===== config.mk =====
export PLATFORM = sky130hd
export DESIGN_NAME = lsu
export DESIGN_NICKNAME = d
export VERILOG_FILES = /design/src/rtl/lsu.sv
export SDC_FILE = /design/constraint.sdc
export NUM_CORES = 1
export LEC_CHECK = 0
export CAP_MARGIN = 5
export CORE_UTILIZATION = 44
export DETAILED_ROUTE_END_ITERATION = 8
export GPL_TIMING_DRIVEN = 0
export PLACE_DENSITY = 0.82
export SYNTH_ARGS = -nofsm -noshare
export SYNTH_HDL_FRONTEND = slang
export SYNTH_SLANG_ARGS = --single-unit

===== constraint.sdc =====
create_clock -name i_clk -period 1.9 [get_ports i_clk]
set_input_delay 0.285 -clock i_clk [delete_from_list [all_inputs] [get_ports i_clk]]
set_output_delay 0.285 -clock i_clk [all_outputs]
set_load 0.05 [all_outputs]

===== src/rtl/lsu.sv =====
// Load/store unit: turns an ALU effective address plus funct3 into a word-aligned
// request/grant/response memory transaction and returns extended load data or a fault.
module lsu #(
  parameter int unsigned TIMEOUT = 16
) (
  input  logic        i_clk,
  input  logic        i_rst,
  input  logic        i_valid,
  output logic        o_ready,
  input  logic [31:0] i_addr,
  input  logic [31:0] i_wdata,
  input  logic [2:0]  i_funct3,
  input  logic        i_we,
  input  logic [4:0]  i_rd_addr,
  output logic        o_done,
  output logic        o_wb_valid,
  output logic [4:0]  o_wb_rd_addr,
  output logic [31:0] o_wb_data,
  output logic        o_fault,
  output logic [1:0]  o_fault_cause,
  output logic        o_mem_req,
  input  logic        i_mem_gnt,
  output logic [31:0] o_mem_addr,
  output logic        o_mem_we,
  output logic [3:0]  o_mem_be,
  output logic [31:0] o_mem_wdata,
  input  logic        i_mem_rvalid,
  input  logic [31:0] i_mem_rdata
);

  typedef enum logic [1:0] {
    S_IDLE = 2'd0,
    S_REQ  = 2'd1,
    S_WAIT = 2'd2,
    S_RESP = 2'd3
  } state_t;

  // The counter only has to reach TIMEOUT-1; the final count cycle decides the timeout.
  localparam int unsigned    CW       = (TIMEOUT > 1) ? $clog2(TIMEOUT) : 1;
  localparam logic [CW-1:0]  CNT_LAST = CW'(TIMEOUT - 1);
  localparam logic [CW-1:0]  CNT_ONE  = CW'(1);

  localparam logic [1:0] CAUSE_NONE = 2'b00;
  localparam logic [1:0] CAUSE_MIS  = 2'b01;
  localparam logic [1:0] CAUSE_ILL  = 2'b10;
  localparam logic [1:0] CAUSE_TMO  = 2'b11;

  state_t        state_q, state_d;
  logic [CW-1:0] cnt_q, cnt_d;
  logic [31:0]   addr_q, addr_d;
  logic [31:0]   wdata_q, wdata_d;
  logic [31:0]   wb_data_q, wb_data_d;
  logic [2:0]    funct3_q, funct3_d;
  logic          we_q, we_d;
  logic [4:0]    rd_q, rd_d;
  logic [3:0]    be_q, be_d;
  logic [1:0]    cause_q, cause_d;

  logic          illegal_s;
  logic          misaligned_s;
  logic [3:0]    be_s;
  logic [31:0]   wdata_rep_s;

  function automatic logic [31:0] extract(input logic [31:0] rdata,
                                          input logic [1:0]  lane,
                                          input logic [2:0]  f3);
    logic [7:0]  b;
    logic [15:0] h;
    case (lane)
      2'b00:   b = rdata[7:0];
      2'b01:   b = rdata[15:8];
      2'b10:   b = rdata[23:16];
      default: b = rdata[31:24];
    endcase
    h = lane[1] ? rdata[31:16] : rdata[15:0];
    case (f3)
      3'b000:  extract = {{24{b[7]}}, b};
      3'b001:  extract = {{16{h[15]}}, h};
      3'b100:  extract = {24'h000000, b};
      3'b101:  extract = {16'h0000, h};
      default: extract = rdata;
    endcase
  endfunction

  always_comb begin
    illegal_s    = (i_funct3 == 3'b011) || (i_funct3 == 3'b110) ||
                   (i_funct3 == 3'b111) || (i_we && i_funct3[2]);
    misaligned_s = 1'b0;
    be_s         = 4'b1111;
    wdata_rep_s  = i_wdata;
    case (i_funct3[1:0])
      2'b00: begin
        be_s        = 4'b0001 << i_addr[1:0];
        wdata_rep_s = {4{i_wdata[7:0]}};
      end
      2'b01: begin
        misaligned_s = i_addr[0];
        be_s         = i_addr[1] ? 4'b1100 : 4'b0011;
        wdata_rep_s  = {2{i_wdata[15:0]}};
      end
      2'b10: begin
        misaligned_s = (i_addr[1:0] != 2'b00);
      end
      default: begin
        misaligned_s = 1'b0;
      end
    endcase
  end

  always_comb begin
    state_d   = state_q;
    cnt_d     = cnt_q;
    addr_d    = addr_q;
    wdata_d   = wdata_q;
    wb_data_d = wb_data_q;
    funct3_d  = funct3_q;
    we_d      = we_q;
    rd_d      = rd_q;
    be_d      = be_q;
    cause_d   = cause_q;
    case (state_q)
      S_IDLE: begin
        if (i_valid) begin
          addr_d   = i_addr;
          wdata_d  = wdata_rep_s;
          funct3_d = i_funct3;
          we_d     = i_we;
          rd_d     = i_rd_addr;
          be_d     = be_s;
          cnt_d    = {CW{1'b0}};
          // Illegal encodings outrank misalignment.
          if (illegal_s) begin
            cause_d = CAUSE_ILL;
            state_d = S_RESP;
          end else if (misaligned_s) begin
            cause_d = CAUSE_MIS;
            state_d = S_RESP;
          end else begin
            cause_d = CAUSE_NONE;
            state_d = S_REQ;
          end
        end else begin
          state_d = S_IDLE;
        end
      end
      S_REQ: begin
        if (i_mem_gnt) begin
          cnt_d   = {CW{1'b0}};
          state_d = we_q ? S_RESP : S_WAIT;
        end else if (cnt_q == CNT_LAST) begin
          cause_d = CAUSE_TMO;
          state_d = S_RESP;
        end else begin
          cnt_d = cnt_q + CNT_ONE;
        end
      end
      S_WAIT: begin
        if (i_mem_rvalid) begin
          wb_data_d = extract(i_mem_rdata, addr_q[1:0], funct3_q);
          state_d   = S_RESP;
        end else if (cnt_q == CNT_LAST) begin
          cause_d = CAUSE_TMO;
          state_d = S_RESP;
        end else begin
          cnt_d = cnt_q + CNT_ONE;
        end
      end
      S_RESP: begin
        state_d = S_IDLE;
      end
      default: begin
        state_d = S_IDLE;
      end
    endcase
  end

  always_ff @(posedge i_clk) begin
    if (i_rst) begin
      state_q   <= S_IDLE;
      cnt_q     <= {CW{1'b0}};
      addr_q    <= 32'h0000_0000;
      wdata_q   <= 32'h0000_0000;
      wb_data_q <= 32'h0000_0000;
      funct3_q  <= 3'b000;
      we_q      <= 1'b0;
      rd_q      <= 5'd0;
      be_q      <= 4'b0000;
      cause_q   <= CAUSE_NONE;
    end else begin
      state_q   <= state_d;
      cnt_q     <= cnt_d;
      addr_q    <= addr_d;
      wdata_q   <= wdata_d;
      wb_data_q <= wb_data_d;
      funct3_q  <= funct3_d;
      we_q      <= we_d;
      rd_q      <= rd_d;
      be_q      <= be_d;
      cause_q   <= cause_d;
    end
  end

  // Outputs come from flops or a state decode only; no i_mem_* path reaches them.
  assign o_ready       = (state_q == S_IDLE);
  assign o_done        = (state_q == S_RESP);
  assign o_wb_valid    = (state_q == S_RESP) && !we_q && (cause_q == CAUSE_NONE);
  assign o_fault       = (state_q == S_RESP) && (cause_q != CAUSE_NONE);
  assign o_fault_cause = (state_q == S_RESP) ? cause_q : CAUSE_NONE;
  assign o_wb_rd_addr  = rd_q;
  assign o_wb_data     = wb_data_q;
  assign o_mem_req     = (state_q == S_REQ);
  assign o_mem_addr    = {addr_q[31:2], 2'b00};
  assign o_mem_we      = we_q;
  assign o_mem_be      = be_q;
  assign o_mem_wdata   = wdata_q;

endmodule


==> flow_metrics.py, run 1 <==
metrics = {
    "power_and_ir_drop": {
        "peakVddDrop_uv": 550,
        "share_seq_of_total_power_pct": 33.0,
        "clock_power_share_pct": 37.8,
        "share_comb_of_total_power_pct": 29.2,
        "powerDensity_nw_per_um2": 984,
        "net-switching-power_mw": 2.90,
        "switching_share_pct": 33.9,
        "internal_power_mw": 5.64,
        "p_leak_nw": 3.61,
    },
    "sta": {
        "timing_max_transition_violations_final": 0,
        "final_count_of_hold_timing_violations": 0,
        "setup-violations-final": 0,
        "clock_period_minus_worst_slack_ns": 1.87,
        "grt_setup_unrepaired": "yes",
        "worstMarginPinSlew_ns": 0.753,
        "fin_skew_ns": 0.00957,
        "max_clock_freq_mhz": 536,
        "timing.slew.headroom_pct": 49.8,
        "finalSetupTns_ns": 0,
        "finalCritPeriodShare_pct": 98.2,
    },
    "route": {
        "dr_vias": 5760,
        "detail-route-antenna-nets": 0,
        "wl_per_cell_um": 16.8,
        "firstDrtPassIters": 5,
        "totalWireLength_um": 18400,
        "initialDrtViolationCount": 325,
        "detail_route.vias_per_cell": 5.26,
        "drcViolationCount": 0,
    },
    "logic_synthesis": {
        "avgSynthCellArea_um2": 8.13,
        "count_of_flip_flops_with_a_built_in_enable_after_synthesis": 0,
        "leading_cell_types_by_total_area_after_synthesis": "sky130_fd_sc_hd__dfxtp_1 43%, sky130_fd_sc_hd__nand2_1 9.7%, sky130_fd_sc_hd__a21oi_1 5.8%, sky130_fd_sc_hd__nor2_1 4.8%, sky130_fd_sc_hd__a211oi_1 4.7%",
        "synth.lib_cells_used.distinct": 50,
        "async_flop_share_pct": 0,
        "synthMostInstantiatedCell": "sky130_fd_sc_hd__nand2_1",
        "yosysSeqAreaShare_pct": 42.8,
        "synth_warnings": 0,
        "ys_seq_elements": 117,
        "area_fraction_of_the_dominant_cell_type_after_synthesis_pct": 42.8,
        "synth_ff_type": "sky130_fd_sc_hd__dfxtp_1",
        "netlist_instances": 674,
        "synth_area_leader_cell": "sky130_fd_sc_hd__dfxtp_1",
        "synth_top_cells_by_count": "141 x sky130_fd_sc_hd__nand2_1, 117 x sky130_fd_sc_hd__dfxtp_1, 70 x sky130_fd_sc_hd__nor2_1",
        "syn-cell-area_um2": 5480,
    },
    "clock_network": {
        "worst_setup_hold_path_clk_slew_ns": 0.06,
        "clock_sink_count": 117,
        "clk_latency_ns": 0.41,
        "clk_path_buf_depth": 2,
        "cts_hold_buffers": 0,
        "clock_tree.htree_level_count": 4,
        "root_buffer": "sky130_fd_sc_hd__clkbuf_16",
        "cts_made_buffers": 17,
        "tritoncts": "yes",
    },
    "worst_setup_path": {
        "worst_ep_arrival_time_ns": 1.58,
        "worst-path-stages": 1,
        "r2r_path_end": "o_wb_data[14]",
        "setup.worst_path.end_class": "output pin",
        "worstSetupStartpoint": "o_mem_wdata[16]",
        "cp.buffers_inverters": 1,
        "crit_chain": "clkdlybuf4s50_1",
        "setup.worst_path.start_class": "flop",
        "critPathTopFamily": "buffers and inverters",
        "timing.setup.critical_path_class": "reg2out",
        "critical_path_peak_fanout": 2,
        "reg2reg_from": "state_q[0]",
        "setup.reg_to_reg.worst_slack_ns": 0.07,
        "worstRegToRegCells": 7,
        "critical_path_required_ns": 1.62,
        "slowest_delay_ns": 0.84,
        "cell_at_the_slowest_stage_of_the_critical_path": "sky130_fd_sc_hd__clkdlybuf4s50_1",
        "setup.worst_path.end": "o_mem_wdata[16]",
    },
    "placed_design": {
        "dp_hpwl_um": 13300,
        "placement.cell_area_um2": 7910,
        "gp_congestion": 0.879,
        "port-buffer-count": 219,
    },
    "cells_and_area": {
        "flow.area_growth_from_synthesis_pct": 58.4,
        "n_antenna_cell": 0,
        "final_cell_area_um2": 8670,
        "design.final.nets": 1034,
        "fraction_of_final_layout_cells_with_drive_strength_greater_than_1_pct": 16.2,
    },
    "floorplan": {
        "die_width_um": 114,
        "die_height_um": 114,
        "ios": 223,
        "rows": 40,
        "die_area_um2": 12900,
        "initial_utilization_pct": 45.4,
        "core_region_area_um2": 12100,
    },
    "run_status": {
        "outcome": "complete, no violations",
    },
    "global_routing": {
        "first_global_vias": 5577,
        "grt-ovfl-total": 0,
        "grt_max_degree": 17,
        "grt_util_all_layers_pct": 28.8,
        "wire_length_of_the_first_global_routing_pass_um": 28700,
        "antenna_found_initial": 0,
    },
    "min_path": {
        "hp-class": "in2reg",
        "hold_path_depth": 4,
    },
    "flow_run": {
        "cap_viol_max_count": 0,
    },
}
-- final cells by class --
class                   instances  area [µm²]
fillers                       972        3390
multi-input cells             470        2770
flip-flops and latches        117        2350
repair buffers                221        2200
plain buffers                  80         517
clock buffers                  20         457
well taps                     168         210
clock inverters                12         143
inverters                       7        26.3
-- sequential cells by signal, summed over array words and instances (netlist names) --
name          flops
addr_q           32
cause_q           2
cnt_q             4
funct3_q          3
o_mem_be          4
o_mem_wdata      32
o_mem_we          1
o_wb_data        32
o_wb_rd_addr      5
state_q           2
-- tightest hold or removal path, stage by stage --
cell                             delay, ns
sky130_fd_sc_hd__dlymetal6s2s_1       0.16
sky130_fd_sc_hd__buf_6                0.16
sky130_fd_sc_hd__nand2_1              0.06
sky130_fd_sc_hd__a21oi_1              0.05
-- routing by layer --
metal / wire length, µm / global-route usage, %
met4: 609 / 13.9
met2: 8910 / 48.6
met5: 0 / 0
met1: 7340 / 33.0
met3: 1550 / 9.40
-- power groups by stage --
stage | combinational (mW) | sequential (mW) | clock, mW
global placement | 2.43 | 2.86 | 0
global route | 2.65 | 2.85 | 3.38
CTS | 2.44 | 2.82 | 3.26
detailed placement | 2.44 | 2.86 | 0
finish | 2.49 | 2.82 | 3.22
floorplan | 1.05 | 3.35 | 0
-- worst min-delay path by stage --
stage / start / endpoint / slack [ns]
6_report: i_funct3[1] / funct3_q[1] / 0.36
5_1_grt: i_funct3[1] / funct3_q[1] / 0.38
4_1_cts: i_rst / cnt_q[0] / 0.33
3_5_place_dp: addr_q[25] / addr_q[25] / 0.45
3_3_place_gp: o_mem_wdata[7] / o_mem_wdata[7] / 0.44
2_1_floorplan: i_addr[10] / addr_q[10] / 0.42
-- kinds of logic after synthesis --
kind of cell             after synthesis  synth area share [%]
AO/OA/AOI/OAI                        162                  20.6
adder cells (fa/ha/maj)               10                  2.28
buffers and inverters                 88                  8.96
flip-flops                           117                  42.8
multiplexers                          11                  2.01
other                                  1                0.0685
AND/OR/NAND/NOR                      285                  23.3
-- placed cells by master (no fill, tap or decap), types with 5 or more instances in the layout --
cell type                         synthesis  layout
sky130_fd_sc_hd__a211oi_1                34      34
sky130_fd_sc_hd__a211oi_2                10      10
sky130_fd_sc_hd__a21oi_1                 63      62
sky130_fd_sc_hd__buf_1                   13      10
sky130_fd_sc_hd__buf_2                    8       9
sky130_fd_sc_hd__buf_4                   34      36
sky130_fd_sc_hd__buf_6                    3       7
sky130_fd_sc_hd__clkbuf_1                23       9
sky130_fd_sc_hd__clkbuf_16                0      17
sky130_fd_sc_hd__clkbuf_2                 0      11
sky130_fd_sc_hd__clkdlybuf4s50_1          0     161
sky130_fd_sc_hd__dfxtp_1                117     115
sky130_fd_sc_hd__dlygate4sd2_1            0      33
sky130_fd_sc_hd__dlymetal6s2s_1           0      18
sky130_fd_sc_hd__ha_1                    10       6
sky130_fd_sc_hd__inv_1                    7       7
sky130_fd_sc_hd__inv_6                    0       5
sky130_fd_sc_hd__mux2i_1                 11      11
sky130_fd_sc_hd__nand2_1                141     140
sky130_fd_sc_hd__nand2b_1                12      12
sky130_fd_sc_hd__nor2_1                  70      70
sky130_fd_sc_hd__nor2b_1                  6       6
sky130_fd_sc_hd__nor3_1                  17      16
sky130_fd_sc_hd__nor4_1                  10       9
sky130_fd_sc_hd__o21ai_0                 12      12
sky130_fd_sc_hd__o22ai_1                  7       7
sky130_fd_sc_hd__or3b_2                   8       8
-- stage by stage --
step / setup slack, ns / utilization (%) / hold WS [ns] / instances / power, mW
after floorplan: 0.125 / - / 0.421 / 675 / 4.40
after global routing: -0.0588 / 71.9 / 0.385 / 1095 / 8.87
after CTS: -0.0674 / 70.5 / 0.328 / 1095 / 8.51
after detailed placement: -1.01 / 65.5 / 0.447 / 1062 / 5.31
final: 0.0339 / 71.9 / 0.360 / 1095 / 8.54
after global placement: -0.953 / 65.5 / 0.442 / 1062 / 5.29
-- repair_timing --
action / 4_1_cts / 5_1_grt
resized for setup: 80 / 72
setup endpoints to repair: 81 / 123
pin swaps: 1 / 1
setup buffers: 2 / 0
(Power assumes the default switching activity.)
==> run 2, diff against run 1 <==
--- a/config.mk
+++ b/config.mk
@@ -10,6 +10,7 @@
 export DETAILED_ROUTE_END_ITERATION = 8
 export GPL_TIMING_DRIVEN = 0
 export PLACE_DENSITY = 0.82
+export SLEW_MARGIN = 20
 export SYNTH_ARGS = -nofsm -noshare
 export SYNTH_HDL_FRONTEND = slang
 export SYNTH_SLANG_ARGS = --single-unit
==> results of run 2 <==
The final DEF is identical to that of run 1; final timing and power are the same.
